$ cat src/rtl/fpu_frame_loader.sv
// Operand-assembly stage: collects a 5-byte strobed frame (A, B, opcode) from the pin bus
// and presents shadow-registered operands to the FPU with a one-cycle start pulse.
module fpu_frame_loader (
   input  logic        clock,
   input  logic        reset,
   input  logic [11:0] in,
   output logic [15:0] num1,
   output logic [15:0] num2,
   output logic [3:0]  op,
   output logic        start,
   output logic        busy,
   output logic        frame_err
);

   localparam int FRAME_BYTES = 5;

   logic [1:0]  s1_r;
   logic [1:0]  s2_r;
   logic        p_r;
   logic [2:0]  cnt_r;
   logic [2:0]  cnt_nxt_s;
   logic [15:0] stage_a_r;
   logic [15:0] stage_b_r;
   logic        byte_ev_s;
   logic        sof_s;
   logic [7:0]  data_s;
   logic        done_s;
   logic        err_s;

   assign byte_ev_s = s2_r[1] & ~p_r;
   assign sof_s     = s2_r[0];
   assign data_s    = in[7:0];

   // Synchronizer and strobe edge register; reset high so a held strobe gives no event.
   always_ff @(posedge clock) begin
      if (reset) begin
         s1_r <= 2'b11;
         s2_r <= 2'b11;
         p_r  <= 1'b1;
      end else begin
         s1_r <= in[11:10];
         s2_r <= s1_r;
         p_r  <= s2_r[1];
      end
   end

   // State register: byte counter, staging registers and registered outputs.
   always_ff @(posedge clock) begin
      if (reset) begin
         cnt_r     <= 3'd0;
         stage_a_r <= 16'h0000;
         stage_b_r <= 16'h0000;
         num1      <= 16'h0000;
         num2      <= 16'h0000;
         op        <= 4'h0;
         start     <= 1'b0;
         busy      <= 1'b0;
         frame_err <= 1'b0;
      end else begin
         cnt_r     <= cnt_nxt_s;
         start     <= done_s;
         frame_err <= err_s;
         busy      <= (cnt_nxt_s != 3'd0);
         if (byte_ev_s) begin
            if (sof_s) begin
               stage_a_r[15:8] <= data_s;
            end else begin
               case (cnt_r)
                  3'd1:    stage_a_r[7:0]  <= data_s;
                  3'd2:    stage_b_r[15:8] <= data_s;
                  3'd3:    stage_b_r[7:0]  <= data_s;
                  default: stage_a_r       <= stage_a_r;
               endcase
            end
         end
         if (done_s) begin
            num1 <= stage_a_r;
            num2 <= stage_b_r;
            op   <= data_s[3:0];
         end
      end
   end

   // Next-state logic for the byte counter.
   always_comb begin
      cnt_nxt_s = cnt_r;
      if (byte_ev_s) begin
         if (sof_s) begin
            cnt_nxt_s = 3'd1;
         end else begin
            case (cnt_r)
               3'd0:    cnt_nxt_s = 3'd0;
               3'd1:    cnt_nxt_s = 3'd2;
               3'd2:    cnt_nxt_s = 3'd3;
               3'd3:    cnt_nxt_s = 3'd4;
               3'd4:    cnt_nxt_s = 3'd0;
               default: cnt_nxt_s = 3'd0;
            endcase
         end
      end else begin
         cnt_nxt_s = cnt_r;
      end
   end

   // Output decode: frame completion and protocol-violation pulses.
   always_comb begin
      done_s = 1'b0;
      err_s  = 1'b0;
      if (byte_ev_s) begin
         if (sof_s) begin
            err_s = (cnt_r != 3'd0);
         end else begin
            case (cnt_r)
               3'd0:    err_s  = 1'b1;
               3'(FRAME_BYTES - 1): done_s = 1'b1;
               default: done_s = 1'b0;
            endcase
         end
      end else begin
         done_s = 1'b0;
      end
   end

endmodule

$ cat config.mk
export PLATFORM = sky130hd
export DESIGN_NAME = fpu_frame_loader
export DESIGN_NICKNAME = d
export VERILOG_FILES = /design/src/rtl/fpu_frame_loader.sv
export SDC_FILE = /design/constraint.sdc
export NUM_CORES = 1
export LEC_CHECK = 0
export CORE_MARGIN = 8
export CORE_UTILIZATION = 47
export DETAILED_ROUTE_END_ITERATION = 16
export HOLD_SLACK_MARGIN = 0.05
export PLACE_DENSITY = 0.75
export SLEW_MARGIN = 20
export SYNTH_ARGS = -nofsm -noshare
export SYNTH_HDL_FRONTEND = slang
export SYNTH_SLANG_ARGS = --single-unit
$ cat constraint.sdc
create_clock -name clock -period 1.3 [get_ports clock]
set_input_delay 0.13 -clock clock [delete_from_list [all_inputs] [get_ports clock]]
set_output_delay 0.13 -clock clock [all_outputs]
set_load 0.005 [all_outputs]
======== Yosys cells after proc, flatten, opt, wreduce, memory -nomap -nowiden ========
Cells that the tools add are included.
word-level totals
  register bits after elaboration ......... 79
  input bits .............................. 14
  output and inout port bits .............. 39
  logic and storage cells ................. 38
operators by class
  equal/unequal tests ..................... 4
  muxes and demuxes ....................... 8
  bitwise operators ....................... 4
  reduce and logical (&&, ||, !) cells .... 8
operators by type and width
  kind                                           number
  one-hot mux 3 bit (3 select lines)             1
  AND reduction 3 bit                            3
  == test 3 x 2 -> 1 bit, second input constant  2
  two-way mux 3 bit                              2
  nonzero test 3 bit                             2
  two-way mux 1 bit                              5
  == test 3 x 1 -> 1 bit, second input constant  1
  == test 3 bit, second input constant           1
  logical NOT 3 bit                              1
  NOT 1 bit                                      3
  AND reduction 2 bit                            1
  OR reduction 2 bit                             1
  AND 1 bit                                      1

======== Longest topological paths before layout ========
Gate-level depths: netlist of run 1.
  word-level depth ........................ 5
  depth in mapped cells ................... 5
  depth with buffers taken out ............ 3

======== Worst setup path after synthesis of run 1 ========
Ideal clock, no wire load.
  path type ............................... register to register
  from .................................... register cnt_r[1]
  to ...................................... register op[3]
  setup time .............................. 0.121 ns
  arrival ................................. 1.365 ns
  required time ........................... 1.179 ns
  path slack .............................. -0.185 ns
  stages on the path, launching flop included .. 6
  path buffers ............................ 3
  clock period less this slack ............ 1.485 ns
  cells stage by stage .................... dfxtp_1 clkbuf_1 or4_4 buf_6 buf_8 mux2i_1
between the ends
  longest elaborated chain between the ends .. 4
ends and longest elaborated chain
  element                   RTL line  RTL
  start: declaration        20        logic [2:0] cnt_r;
  start signal: assignment  60        cnt_r <= cnt_nxt_s;
  == test 3 bit             113       case (cnt_r)
  two-way mux 1 bit         113
  two-way mux 1 bit         110       if (sof_s) begin
  two-way mux 1 bit         109       if (byte_ev_s) begin
  end signal: assignment    79        op <= data_s[3:0];
  end: declaration          9         output logic [3:0] op,
Every way passes these cells.
A chain may end at the register's enable or synchronous reset.

======== Worst setup path after layout of run 1 ========
  from .................................... register p_r
  to ...................................... register num2[10]
between the ends
  longest elaborated chain between the ends .. 3
ends and longest elaborated chain
  element                   RTL line  RTL
  start: declaration        19        logic p_r;
  start signal: assignment  43        p_r <= s2_r[1];
  NOT 1 bit                 30        assign byte_ev_s = s2_r[1] & ~p_r;
  AND 1 bit                 30
  two-way mux 1 bit         109
  end signal: assignment    78        num2 <= stage_b_r;
  end: declaration          8         output logic [15:0] num2,
Every way passes these cells.

==> results.md, run 1 <==
* # hold bufs at CTS at 0
* Clk sinks at 79
* Post-synthesis sequential area ratio at 0.516
* RSZ-0062 raised after global routing: true
* I/O pin total at 53
* Root buf cell: clkbuf_8
* Initial Util at 0.485
* Die height at 96.7 um
* Area of the die at 0.00936 mm2
* Type of the worst setup path: reg2reg
* Fmax at 719 MHz
* Syn avg cell area at 10.9 um2
* Cell variety after synth at 27
* Via count at 2,144
* Largest area contributor in the netlist: dfxtp_1
* Commonest cells after routing, fill and taps aside: nand2b_1 (76), dfxtp_1 (69), mux2i_1 (68), dlygate4sd2_1 (38), buf_4 (12)
* Fillers at 532
* Capturing point of the worst reg2reg path: num2[10]$_SDFFE_PP0P_
* Detailed-router iteration count before antenna repair at 4
* Pwr dens at 1160 mW/mm2
* Largest cells by area after synthesis: dfxtp_1 (52%), mux2i_1 (22%), nand2b_1 (16%)
* Drc violations at 0
* Vias/cell at 4.97
* Placed Instances at 409
* Die W at 96.7 um
* WP data required at 1.53 ns
* Endpoints failing hold at 0
* Worst path arrival time at 1.62 ns
* Commonest non-fill, non-tap cell in the layout: nand2b_1
* Multiplexer share of the synthesized area at 0.222
* Type of origin of the critical path: flop
* Clock buffer depth at 2
* Leakage at 1.87 nW
* Layout Cells excl Fill at 431
* Antenna diodes at 0
* Fin crit share at 1.07
* Pre-CTS setup slack at -0.191 ns
* Max VDD drop at 0.758 mV
* Initial antenna violation count at 0
* Ratio of cells with drive above 1 in the final layout at 0.178
* R2R Setup Slk at -0.09 ns
* WL per Instance at 15.1 um
* Num CTS Buffers at 9
* Gpl congestion at 0.821
* Final min period at 1.39 ns
* Worst Slack Setup Final at -0.0901 ns
* Vias in the first global route at 2,171
* Setup crit start: p_r$_SDFF_PP1_
* Site row count at 29
* Post-layout util at 0.650
* Routed wire length at 6.49 mm
* Latest clock arrival within the worst-skew pair at 0.35 ns
* Final HPWL DP at 4.01 mm
* Gr ovfl total at 0
* Iteration-0 DRC Markers at 131
* Worst Max-Slew Pin Slew at 0.338 ns
* H-tree depth at 3
* Worst Skew at 0.0147 ns
* Post-Syn Instances at 282
* Crit path max fanout at 9
* Reg2Reg Depth at 3
* Syn Nets at 296
* Synth Warn # at 0
* Min Hold Slack at 0.211 ns
* GRT Total Usage at 0.137
* Slew HR at 0.775
* Largest family of logic cells by synthesized area: multiplexers
* Port buffer count at 50
* Seq cells post-synth at 79
* First-pass GRT wire length at 10.5 mm
* Maxcap violations at 0
* Xor/xnor share of the synthesized area at 0.00286
* Failing checks: setup timing
* CP Capture Point: num2[10]$_SDFFE_PP0P_
* Final ANT Viol Nets at 0
* Crit end category: flop
* TritonCTS clock tree: done
* Status: finished, violations left
* Area grow syn2layout at 34.0%
* Clock transition at path regs at 0.08 ns
* CORE AREA at 0.00631 mm2
* Post-Synth Simple-Gate Area at 0.211
* Area share of the largest cell type after synthesis at 0.516
* Synth Area in Compound Gates at 0.0135
* Worst min-delay path class: in2reg
* Setup violators final at 37
* Post-Syn Area at 0.00306 mm2
* NumNets Final at 363
* Pins Over Slew Limit at 0
* R2R Path Start: p_r$_SDFF_PP1_
* Largest net degree at the start of global routing at 59
* Adder-cell share of the synthesized area at 0
## metal layers
layer	wire (um)	global-route usage	share of wire	up-vias
li1	-	-	-	1076
met5	0	0	0	-
met3	350	0.0391	0.054	15
met4	172	0.0805	0.027	0
met1	3050	0.169	0.47	1003
met2	2920	0.206	0.45	50
## state kept, by name, summed over array words and instances (netlist names)
signal / count
busy: 1
cnt_r: 3
frame_err: 1
num1: 16
num2: 16
op: 4
p_r: 1
s1_r: 2
s2_r: 2
stage_a_r: 16
stage_b_r: 16
start: 1
## where the power goes
group | leakage [nW] | switching (W) | internal (W)
Combinational | 1.11 | 0.0000850 | 0.000104
Sequential | 0.640 | 0.0000103 | 0.00243
Clock | 0.120 | 0.000875 | 0.00127
## critical path: stages (launching register included)
cell and delay, ns:
dfxtp_2 0.34, nand2b_4 0.18, or4_4 0.61, mux2i_1 0.16
## how the worst min path moves through the flow
stage | from | to | slack [ns] | cells past startpoint
3_3_place_gp | s1_r[0]$_SDFF_PP1_ | s2_r[0]$_SDFF_PP1_ | 0.40 | 1
4_1_cts | reset | cnt_r[1]$_SDFF_PP0_ | 0.19 | 3
2_1_floorplan | in[10] | s1_r[0]$_SDFF_PP1_ | 0.23 | 1
5_1_grt | reset | cnt_r[1]$_SDFF_PP0_ | 0.22 | 3
6_report | reset | cnt_r[1]$_SDFF_PP0_ | 0.21 | 3
3_5_place_dp | s1_r[0]$_SDFF_PP1_ | s2_r[0]$_SDFF_PP1_ | 0.40 | 1
## repair_timing
action / CTS / global route
pin swaps: 1 / 3
gates cloned: 2 / 1
endpoints found under the setup margin: 98 / 60
buffers inserted: 0 / 3
gates resized for setup: 53 / 10
## cell type report
cell class                      count  area [um2]  share of cell area
Tap cell                           77        96.3              0.0235
Clock buffer                       10         128              0.0311
Inverter                            2        7.51             0.00183
Clock inverter                      6         109              0.0265
Timing Repair Buffer               72         702               0.171
Sequential cell                    79        1600               0.390
Multi-Input combinational cell    185        1460               0.357
## stage by stage
step / setup TNS (ns) / total power, W / area (um2)
after floorplan: -4.65 / 0.00260 / 3100
after global placement: -4.01 / 0.00268 / 3770
after detailed placement: -5.17 / 0.00268 / 3770
after CTS: -1.42 / 0.00483 / 4020
after global routing: -4.61 / 0.00494 / 4110
final: -1.72 / 0.00478 / 4110
## synthesized netlist by cell type
master    number
or4_4          1
nor4_1         1
a31oi_1        1
nor3_1         2
nand2b_1      78
and3_1         1
nand2_1        3
a21oi_1        2
or2_2          5
nand3_1        1
nand3b_1       1
o21ai_0        2
nor4b_1        1
clkbuf_1      12
buf_6          1
inv_1          2
dfxtp_1       79
xnor2_1        1
buf_4          2
mux2i_1       68
a211oi_1       2
buf_2          2
nor3b_1        1
nor4bb_1       1
nor2b_1        1
buf_8          1
nor2_1        10
## cell families after synthesis
kind of cell / after synthesis
flip-flops: 79
XOR/XNOR: 1
AO/OA/AOI/OAI: 7
AND/OR/NAND/NOR: 107
buffers and inverters: 20
multiplexers: 68
Note: power is estimated with default switching activity, not from simulation.
==> run 2: changes to the inputs <==
CORE_UTILIZATION = 52   (was 47)
PLACE_DENSITY = 0.79   (was 0.75)
SETUP_SLACK_MARGIN = 0.15   (was unset)
clock period = 1.5 ns   (was 1.3 ns; I/O delays follow)
==> results.md, run 2 (synthesis results as in run 1) <==
* Latest clock arrival within the worst-skew pair at 0.33 ns (-0.02 ns)
* Fmax at 694 MHz (-3.5%)
* Detailed-router iteration count before antenna repair at 4 (unchanged)
* Crit path largest cell delay at 0.54 ns (-0.07 ns)
* Clk sinks at 79 (unchanged)
* Status: finished clean
* Initial antenna violation count at 0 (unchanged)
* I/O pin total at 53 (unchanged)
* Gpl congestion at 0.776 (-5.5%)
* Type of origin of the critical path: flop
* Combinational power share at 0.040 (about the same)
* Crit end category: flop
* Pre-CTS setup slack at -0.00735 ns (+0.184 ns)
* Via count at 2,125 (-0.89%)
* Largest net degree at the start of global routing at 36 (-39%)
* Maxcap violations at 0 (unchanged)
* Clock buffer depth at 2 (unchanged)
* NumNets Final at 360 (-0.83%)
* Met2 Resource Use GR at 0.226 (+0.0201)
* Max VDD drop at 0.835 mV (+10%)
* RSZ-0062 raised after global routing: true
* Endpoints failing hold at 0 (unchanged)
* Worst path arrival time at 1.66 ns (+0.04 ns)
* CP Cell Sequence: nand2b_4, or4_4, buf_12, mux2i_1
* Multi-input logic area at 0.00143 mm2 (-2.1%)
* CORE AREA at 0.00582 mm2 (-7.9%)
* Routed wire length at 6.47 mm (-0.23%)
* Cell area after layout at 0.00415 mm2 (+1.0%)
* Iteration-0 DRC Markers at 68 (-48%)
* Clock transition at path regs at 0.08 ns (about the same)
* Ratio of cells with drive above 1 in the final layout at 0.162 (-0.0156)
* First-pass GRT wire length at 10.1 mm (-3.9%)
* Site row count at 28 (-3.4%)
* Slew HR at 0.702 (-0.0726)
* Switching pwr at 0.000790 W (-19%)
* WL per Instance at 15.2 um (+0.94%)
* Fin crit share at 0.960 (-0.109)
* Commonest cells after routing, fill and taps aside: nand2b_1 (76), dfxtp_1 (70), mux2i_1 (68), dlymetal6s2s_1 (19)
* TritonCTS clock tree: done
* Worst Slack Setup Final at 0.0599 ns (+0.150 ns)
* Commonest non-fill, non-tap cell in the layout: nand2b_1
* H-tree depth at 3 (unchanged)
* Internal at 0.00322 W (-15%)
* Leakage at 2.10 nW (+13%)
* Root buf cell: clkbuf_8
* Met1 usage at 0.183 (+0.0144)
* Num CTS Buffers at 9 (unchanged)
* Die height at 92.8 um (-4.1%)
* Fillers at 446 (-16%)
* Gr ovfl total at 0 (unchanged)
* Pwr Total at 0.00401 W (-16%)
* GR Layer Usage met3 at 0.0461 (+0.00700)
* Antenna diodes at 0 (unchanged)
* Type of the worst setup path: reg2reg
* GRT Total Usage at 0.146 (+0.00983)
* Final min period at 1.44 ns (+0.0500 ns)
* Pwr dens at 968 mW/mm2 (-17%)
* Port buffer count at 50 (unchanged)
* Final ANT Viol Nets at 0 (unchanged)
* Drc violations at 0 (unchanged)
* Critical path's slowest cell: or4_4
* # hold bufs at CTS at 0 (unchanged)
* Worst Skew at 0.00574 ns (-0.00893 ns)
* Final HPWL DP at 4.09 mm (+1.9%)
* Pins Over Slew Limit at 0 (unchanged)
* Top Usage Layer GRT: met2
* Die W at 92.8 um (-4.1%)
* Worst min-delay path class: in2reg
* Worst Max-Slew Pin Slew at 0.447 ns (+0.109 ns)
* Area grow syn2layout at 35.4%
* Vias/cell at 4.99 (+0.28%)
* Sequential share of power at 0.526 (+0.015)
* Area of the die at 0.00860 mm2 (-8.1%)
* WP data required at 1.72 ns (+0.19 ns)
* Crit path max fanout at 9 (unchanged)
* Vias in the first global route at 2,106 (-3.0%)
* Post-DP Area at 0.00371 mm2 (-1.4%)
* Setup violators final at 0 (-100%)
* Initial Util at 0.527 (+0.0415)
* Clock network fraction of design power at 0.434 (-0.016)
* Placed Instances at 402 (-1.7%)
* Sw Share at 0.197 (-0.00639)
* FF/Latch Area at 0.00160 mm2 (about the same)
* Layout Cells excl Fill at 426 (-1.2%)
* Min Hold Slack at 0.245 ns (+0.0340 ns)
-- run 2: cell types whose count changed in the layout (fill, tap and decap cells not counted), moves of 2 or more --
| cell | change |
|---|---|
| clkbuf_8 | +2 |
| buf_6 | +3 |
| buf_4 | -5 |
| dlymetal6s2s_1 | +18 |
| clkdlybuf4s50_1 | +5 |
| dlygate4sd2_1 | -23 |
| or4_4 | -2 |
-- run 2: final cells by class --
| cell class | count | share of cell area |
|---|---|---|
| clock buffer | 13 | 0.0383 |
| clock inverter | 3 | 0.0157 |
| inverter | 2 | 0.00181 |
| multi-input combinational | 183 | 0.345 |
| sequential | 79 | 0.385 |
| tap | 75 | 0.0226 |
| timing repair buffer | 71 | 0.191 |
-- run 2: critical path: cells and delay by family (launching register included) --
kind                   cells  cell delay, ns
flip-flops                 1            0.34
multiplexers               1            0.12
buffers and inverters      1            0.18
AND/OR/NAND/NOR            2            0.68
-- run 2: metal layers --
metal	up-vias	wire (um)
met5	-	0
li1	1060	-
met4	0	98
met3	11	371
met1	1005	3060
met2	49	2940
-- run 2: what timing repair did --
action                                  in CTS  in global routing
gates resized for setup                     32                 30
gates cloned                                 1                  2
buffers inserted                             4                  1
endpoints found under the setup margin      77                 81
pin swaps                                    2                  0
-- run 2: worst paths after layout --
check	slack, ns	depth (start not counted)	to	startpoint
worst min register to register	0.41	1	s2_r[1]$_SDFF_PP1_	s1_r[1]$_SDFF_PP1_
worst min-delay path	0.25	2	start$_SDFF_PP0_	reset
worst max-delay path	0.06	4	op[3]$_SDFFE_PP0P_	p_r$_SDFF_PP1_
worst max register to register	0.06	4	op[3]$_SDFFE_PP0P_	p_r$_SDFF_PP1_
-- run 2: power by group through the flow --
stage	Combinational, W	Sequential, W	Clock, W
floorplan	0.0000865	0.00216	0
global placement	0.000153	0.00216	0
detailed placement	0.000154	0.00216	0
CTS	0.000159	0.00211	0.00178
global route	0.000174	0.00211	0.00189
finish	0.000161	0.00211	0.00174
-- run 2: stage by stage --
step | util | setup TNS, ns
2_1_floorplan | - | 0
3_3_place_gp | 0.639 | -0.0984
3_5_place_dp | 0.639 | -0.0139
4_1_cts | 0.691 | 0
5_1_grt | 0.713 | 0
6_report | 0.713 | 0
==> run 3: changes to the inputs <==
ABC_CLOCK_PERIOD_IN_PS = 1500   (was unset)
==> results of run 3 <==
Same layout as run 2: the final DEF is identical, and so are final timing and power.
